**config.mk**
```make
export PLATFORM = sky130hd
export DESIGN_NAME = hazard_ctrl
export DESIGN_NICKNAME = d
export VERILOG_FILES = /design/src/rtl/hazard_ctrl.sv
export SDC_FILE = /design/constraint.sdc
export NUM_CORES = 1
export LEC_CHECK = 0
export CAP_MARGIN = 30
export CORE_MARGIN = 10
export CORE_UTILIZATION = 50
export CTS_BUF_LIST = sky130_fd_sc_hd__clkbuf_4 sky130_fd_sc_hd__clkbuf_8
export DETAILED_ROUTE_END_ITERATION = 10
export MAX_ROUTING_LAYER = met4
export PLACE_DENSITY = 0.9
export SLEW_MARGIN = 10
export SYNTH_ARGS = -nofsm -noshare
export SYNTH_HDL_FRONTEND = slang
export SYNTH_SLANG_ARGS = --single-unit
```
**constraint.sdc**
```tcl
create_clock -name clk -period 6.85 [get_ports clk]
set_clock_uncertainty 0.2 [all_clocks]
set_input_delay 1.0275 -clock clk [delete_from_list [all_inputs] [get_ports clk]]
set_output_delay 1.0275 -clock clk [all_outputs]
set_load 0.02 [all_outputs]
```
**src/rtl/hazard_ctrl.sv**
```systemverilog
// Hazard controller for the 5-stage core: load-use stalls, branch-redirect
// flushes, EX operand forwarding selects, and the I-cache refill sequencer.
// Saturating performance counters track stalled and redirected cycles.
// Refill FSM state is visible on dbg_state (0 RUN, 1 MISS, 2 MISS_KILL).
module hazard_ctrl #(
  parameter int REG_ADDR_WIDTH = 5,
  parameter int CNT_WIDTH      = 32
) (
  input  logic                      clk,
  input  logic                      rst,
  input  logic [REG_ADDR_WIDTH-1:0] rs1d,
  input  logic [REG_ADDR_WIDTH-1:0] rs2d,
  input  logic [REG_ADDR_WIDTH-1:0] rs1e,
  input  logic [REG_ADDR_WIDTH-1:0] rs2e,
  input  logic [REG_ADDR_WIDTH-1:0] rde,
  input  logic [REG_ADDR_WIDTH-1:0] rdm,
  input  logic [REG_ADDR_WIDTH-1:0] rdw,
  input  logic                      resultsrce0,
  input  logic                      regwritem,
  input  logic                      regwritew,
  input  logic                      pcsrce,
  input  logic                      ic_miss,
  input  logic                      ic_fill_done,
  output logic                      stallf,
  output logic                      stalld,
  output logic                      flushd,
  output logic                      flushe,
  output logic [1:0]                forwardae,
  output logic [1:0]                forwardbe,
  output logic                      ic_refill_req,
  output logic [CNT_WIDTH-1:0]      stall_cnt,
  output logic [CNT_WIDTH-1:0]      redirect_cnt,
  output logic [1:0]                dbg_state
);

  typedef enum logic [1:0] {
    S_RUN       = 2'd0,
    S_MISS      = 2'd1,
    S_MISS_KILL = 2'd2
  } state_t;

  localparam logic [CNT_WIDTH-1:0] CNT_ONE = {{(CNT_WIDTH-1){1'b0}}, 1'b1};

  state_t                r_state;
  state_t                w_state_nxt;
  logic                  w_lwstall;
  logic [1:0]            w_fwd_a;
  logic [1:0]            w_fwd_b;
  logic                  w_stallf;
  logic                  w_stalld;
  logic                  w_flushd;
  logic                  w_flushe;
  logic                  w_refill_req;
  logic [CNT_WIDTH-1:0]  r_stall_cnt;
  logic [CNT_WIDTH-1:0]  r_redirect_cnt;

  // Forwarding selects and load-use detection; MEM result beats WB, x0 never forwards.
  always_comb begin
    w_fwd_a = 2'b00;
    w_fwd_b = 2'b00;
    if (regwritem && (rdm != '0) && (rdm == rs1e))      w_fwd_a = 2'b10;
    else if (regwritew && (rdw != '0) && (rdw == rs1e)) w_fwd_a = 2'b01;
    if (regwritem && (rdm != '0) && (rdm == rs2e))      w_fwd_b = 2'b10;
    else if (regwritew && (rdw != '0) && (rdw == rs2e)) w_fwd_b = 2'b01;
    w_lwstall = resultsrce0 && (rde != '0) && ((rde == rs1d) || (rde == rs2d));
  end

  // Next-state and pipeline control; reset overrides everything with a flushed pipe.
  always_comb begin
    w_state_nxt  = r_state;
    w_stallf     = 1'b0;
    w_stalld     = 1'b0;
    w_flushd     = 1'b0;
    w_flushe     = 1'b0;
    w_refill_req = 1'b0;
    case (r_state)
      S_MISS, S_MISS_KILL: begin
        // Fetch is waiting on the refill: hold PC and feed bubbles into decode.
        w_refill_req = 1'b1;
        if (pcsrce) begin
          // PC must take the branch target even while the line is in flight.
          w_flushd = 1'b1;
          w_flushe = 1'b1;
        end else begin
          w_stallf = 1'b1;
          if (w_lwstall) begin
            w_stalld = 1'b1;
            w_flushe = 1'b1;
          end else begin
            w_flushd = 1'b1;
          end
        end
        if (ic_fill_done)  w_state_nxt = S_RUN;
        else if (pcsrce)   w_state_nxt = S_MISS_KILL;
      end
      default: begin
        if (pcsrce) begin
          w_flushd = 1'b1;
          w_flushe = 1'b1;
        end else if (w_lwstall) begin
          w_stallf = 1'b1;
          w_stalld = 1'b1;
          w_flushe = 1'b1;
        end else if (ic_miss) begin
          w_stallf    = 1'b1;
          w_flushd    = 1'b1;
          w_state_nxt = S_MISS;
        end
        if (r_state != S_RUN) w_state_nxt = S_RUN;
      end
    endcase
    if (rst) begin
      w_stallf     = 1'b0;
      w_stalld     = 1'b0;
      w_flushd     = 1'b1;
      w_flushe     = 1'b1;
      w_refill_req = 1'b0;
    end
  end

  // Refill FSM state register.
  always_ff @(posedge clk) begin
    if (rst) r_state <= S_RUN;
    else     r_state <= w_state_nxt;
  end

  // Saturating performance counters.
  always_ff @(posedge clk) begin
    if (rst) begin
      r_stall_cnt    <= '0;
      r_redirect_cnt <= '0;
    end else begin
      if (w_stallf && (r_stall_cnt != '1))    r_stall_cnt    <= r_stall_cnt + CNT_ONE;
      if (pcsrce && (r_redirect_cnt != '1))   r_redirect_cnt <= r_redirect_cnt + CNT_ONE;
    end
  end

  assign stallf        = w_stallf;
  assign stalld        = w_stalld;
  assign flushd        = w_flushd;
  assign flushe        = w_flushe;
  assign forwardae     = rst ? 2'b00 : w_fwd_a;
  assign forwardbe     = rst ? 2'b00 : w_fwd_b;
  assign ic_refill_req = w_refill_req;
  assign stall_cnt     = r_stall_cnt;
  assign redirect_cnt  = r_redirect_cnt;
  assign dbg_state     = r_state;

endmodule
```
# Yosys cells after proc, flatten, opt, wreduce, memory -nomap -nowiden

Index checks and enable logic that the tools add are counted.

Flip-flop bits (word level): 66
Input bits: 43
Word-level logic and storage cells: 68

$add $sub $neg: 2
Equality and inequality tests: 13
Muxes and demuxes: 32
Reductions and logical operators: 18

Operator list:

| cell                    | count |
|---|---|
| $add A32 B1 Y32 const B | 2 |
| $ne A32 B32 Y1 const B  | 2 |
| $eq A5 B5 Y1            | 6 |
| $mux W2                 | 11 |
| $mux W1                 | 21 |
| $reduce_bool A5 Y1      | 3 |
| $logic_and A1 B1 Y1     | 10 |
| $ne A3 B1 Y1 const B    | 2 |
| $reduce_and A4 Y1       | 1 |
| $ne A3 B3 Y1 const B    | 1 |
| $reduce_bool A3 Y1      | 1 |
| $eq A2 B1 Y1 const B    | 1 |
| $eq A2 B2 Y1 const B    | 1 |
| $reduce_bool A2 Y1      | 1 |
| $reduce_or A2 Y1        | 1 |
| $logic_or A1 B1 Y1      | 1 |

# Depth between registers and ports, before layout

Word-level depth: 8
Mapped depth: 9
Gate-level depth less buffers: 7

# Least setup slack after synthesis

OpenSTA, ideal clock, no wires.

Path kind: in2out
Start point: input rdm[1]
End point: output forwardae[0]
Data arrival time: 2666 ps
Data required time: 5622 ps
Slack: 2957 ps
Stages: 4
Buffers on the path: 0
Path through: or4_1 o21ai_0 nor3_1 nor4_1

Cells in the longest elaborated chain, start to end: 5
Elaborated cells on any way between the ends: 6
Classes of those cells: eq/ne: 1; mux: 2; reduce/logical: 3

RTL lines:

| what                    | RTL line | text |
|---|---|---|
| start, declared         | 16       | `input logic [REG_ADDR_WIDTH-1:0] rdm,` |
| $reduce_bool A5 Y1      | 61       | `if (regwritem && (rdm != '0) && (rdm == rs1e)) w_fwd_a = 2'b10;` |
| $logic_and A1 B1 Y1     | 61       |  |
| $logic_and A1 B1 Y1 (*) | 61       |  |
| $mux W2 (*)             | 61       |  |
| $mux W2 (*)             | 142      | `assign forwardae = rst ? 2'b00 : w_fwd_a;` |
| end, declared           | 28       | `output logic [1:0] forwardae,` |

Every way passes the cells marked *; elsewhere a longest branch is shown, timed or not.

# Final worst setup path

Start point: input rdm[1]
End point: output forwardbe[0]

Cells in the longest elaborated chain, start to end: 5
Elaborated cells on any way between the ends: 6
Classes of those cells: eq/ne: 1; mux: 2; reduce/logical: 3

RTL lines:

| what                    | RTL line | text |
|---|---|---|
| $reduce_bool A5 Y1      | 63       | `if (regwritem && (rdm != '0) && (rdm == rs2e)) w_fwd_b = 2'b10;` |
| $logic_and A1 B1 Y1     | 63       |  |
| $logic_and A1 B1 Y1 (*) | 63       |  |
| $mux W2 (*)             | 63       |  |
| $mux W2 (*)             | 143      | `assign forwardbe = rst ? 2'b00 : w_fwd_b;` |
| end, declared           | 29       | `output logic [1:0] forwardbe,` |

Marks and branches as above.

==> key figures <==
Power and ir drop
  • Lkg Pwr: 1.67 nW
  • Worst vdd ir: 156 uV
  • Power Density: 180 nW/um^2
  • Pwr Total: 919 uW

Clock network
  • CTS tree: built
  • # resized after CTS: 0
  • H-tree depth: 3
  • Cts hold-fix bufs: 0
  • Clock Latency Late Sink: 0.34 ns
  • Post-CTS Repair Setup Buffers: 0
  • CTS Buf Count: 9
  • Clk root buf: clkbuf_8
  • Max Buffers Root-to-Sink: 2
  • Worst-path clk slew: 0.07 ns
  • Clock sinks: 66

Timing
  • Fin. Hold Viols: 0
  • Slew Limit Fails: 0
  • Tmin final: 4.76 ns
  • Setup-failing EPs final: 0
  • Setup TNS: 0 ns
  • RSZ-0062 raised after global routing: no
  • Hold Slack: 0.289 ns
  • Max_slew headroom: 43.4%
  • Fmax: 210 MHz
  • Period utilisation layout: 69.5%
  • Slew @ Worst Pin: 0.843 ns

Synth
  • Yosys Warn Count: 0
  • Cell Area, Synth: 3680 sq um
  • Unique masters post-synth: 49
  • Total nets after synthesis: 488
  • Mapped Cells: 441
  • Yosys reg bits: 66
  • Syn Area/Cell: 8.34 sq um
  • EDFF count, synth: 0
  • Seq/Total Area, Yosys: 35.9%
  • Synth Area in Compound Gates: 12.5%
  • Mux share of post-synthesis cell area: 1.40%
  • Post-Synth Adder-Cell Area: 1.36%
  • Main combinational cell family by area after synthesis: simple AND/OR/NAND/NOR gates
  • Dominant synthesized flop cell: dfxtp_1
  • Post-Synth XOR/XNOR Area: 13.8%
  • Post-Synth Simple-Gate Area: 31.9%
  • Ys async rst share: 0%

GRT
  • GR Util met1: 22.5%
  • GRT Overall Usage: 19.6%
  • Global-route wire length before repair: 18100 um
  • Busiest grt layer: met2
  • Initial antenna violation count: 0
  • GRT overflow: 0
  • Largest net degree at the start of global routing: 65
  • Met2 Use GR: 32.7%
  • GR Util met3: 4.87%
  • Number of global-route vias before repair: 3792

Final layout
  • Layout cells sized above 1: 4.82%
  • Commonest non-fill, non-tap cell in the layout: clkdlybuf4s50_1
  • Final Core Density: 71.0%
  • N_diodes: 0
  • Multi-input logic area: 2240 sq um
  • Most frequent cells in the layout: clkdlybuf4s50_1, dfxtp_1, nand2_1, nor2_1, xor2_1
  • Fillcell total: 582
  • Sequential cell area: 1320 sq um
  • Area grow syn2layout: 39.2%
  • Layout Nets: 602

Setup path
  • Worst path required time: 5.62 ns
  • WS Path Type: input port to primary output
  • Worst setup SP type: input port
  • Worst-path fanout max: 4
  • CP endpoint kind: primary output
  • CP arrival: 3.53 ns

Route
  • Wirelength per Cell: 16.5 um
  • Drt pass-1 iters: 4
  • Iter 0 DRT Violations: 163
  • Drt via density: 5.71
  • Detail Route Antenna Nets: 0
  • Routed WL: 10900 um
  • DR vias: 3763
  • Residual DRC count: 0

Floorplanning
  • Core area: 7210 sq um
  • Die H: 106 um
  • Io pins: 118
  • Initial core utilization: 51.0%
  • Std-Cell Rows: 31
  • Die area: 11200 sq um
  • Die X: 106 um

Placed design
  • Port-buffer cells: 117
  • Placer Congestion: 0.941
  • Dpl hpwl: 8200 um

Status
  • Status: complete, no violations

Min path
  • Worst Hold Class: flip-flop to flip-flop

Run
  • Max_cap viols: 0
worst max-delay path, cell delays in order:
cell and delay [ns]:
clkdlybuf4s50_1 0.47, or4_1 0.54, o21ai_0 0.36, nor3_1 0.11, nor4_1 0.34, clkdlybuf4s50_1 0.67
sequential cells by signal, summed over array words and instances, names as in the netlist:
register / count
redirect_cnt: 32
stall_cnt: 32
dbg_state: 2
synthesized netlist by cell type (3+ instances only):
cell | instances | share of area (%)
a21oi_1 | 25 | 3.4
and2_1 | 6 | 1.0
and3_1 | 8 | 1.4
and4_1 | 8 | 1.9
clkbuf_1 | 11 | 1.1
dfxtp_1 | 66 | 36
ha_1 | 4 | 1.4
inv_1 | 8 | 0.82
mux2i_1 | 4 | 1.1
nand2_1 | 42 | 4.3
nand2b_1 | 3 | 0.51
nand3_1 | 21 | 2.9
nand4_1 | 19 | 3.2
nor2_1 | 41 | 4.2
nor3_1 | 10 | 1.4
nor4_1 | 7 | 1.2
o211ai_1 | 4 | 0.82
o21ai_0 | 15 | 2.0
o21ai_1 | 4 | 0.54
o31ai_1 | 10 | 2.0
or3_1 | 16 | 2.7
or4_1 | 16 | 3.3
xnor2_1 | 28 | 6.7
xor2_1 | 30 | 7.1
cell families (layout without fill, tap and decap cells):
kind of cell    Yosys count  count (layout)
simple gates            212             212
compound gates           73              73
flops                    66              66
xor+xnor                 58              58
buf+inv                  23             142
mux                       5               5
fa+ha+maj                 4               4
per-layer routing:
metal / up-vias / share of wire (%) / wire length [um]
li1: 1836 / - / -
met1: 1790 / 43 / 4670
met2: 123 / 50 / 5450
met3: 14 / 5.3 / 571
met4: 0 / 1.5 / 164
met5: - / 0 / 0
layout make-up:
class / instances / area share [%]
Clock buffer: 10 / 2.69
Clock inverter: 6 / 1.76
Inverter: 8 / 0.587
Multi-Input combinational cell: 352 / 43.8
Sequential cell: 66 / 25.8
Tap cell: 99 / 2.42
Timing Repair Buffer: 118 / 22.9
power breakdown:
group | internal (mW) | switching, mW | total, mW
Combinational | 0.0714 | 0.0813 | 0.153
Sequential | 0.390 | 0.00613 | 0.396
Clock | 0.215 | 0.155 | 0.370
Total | 0.677 | 0.242 | 0.919
metrics by stage:
step                      instances  area [sq um]  setup WS (ns)
after floorplan                 441          3680           2.96
after CTS                       659          5120           2.10
after detailed placement        643          4890           2.11
after global placement          643          4890           2.22
final                           659          5120           2.09
after global routing            659          5120           1.96
path summary, 6_finish.rpt:
| path | start | slack [ns] | end | cells past startpoint |
|---|---|---|---|---|
| max | rdm[1] | 2.09 | forwardbe[0] | 6 |
| min | dbg_state[0] | 0.29 | dbg_state[0] | 2 |
| max reg2reg | stall_cnt[2] | 4.05 | stall_cnt[1] | 6 |
| min reg2reg | dbg_state[0] | 0.29 | dbg_state[0] | 2 |
(Power assumes the default switching activity.)
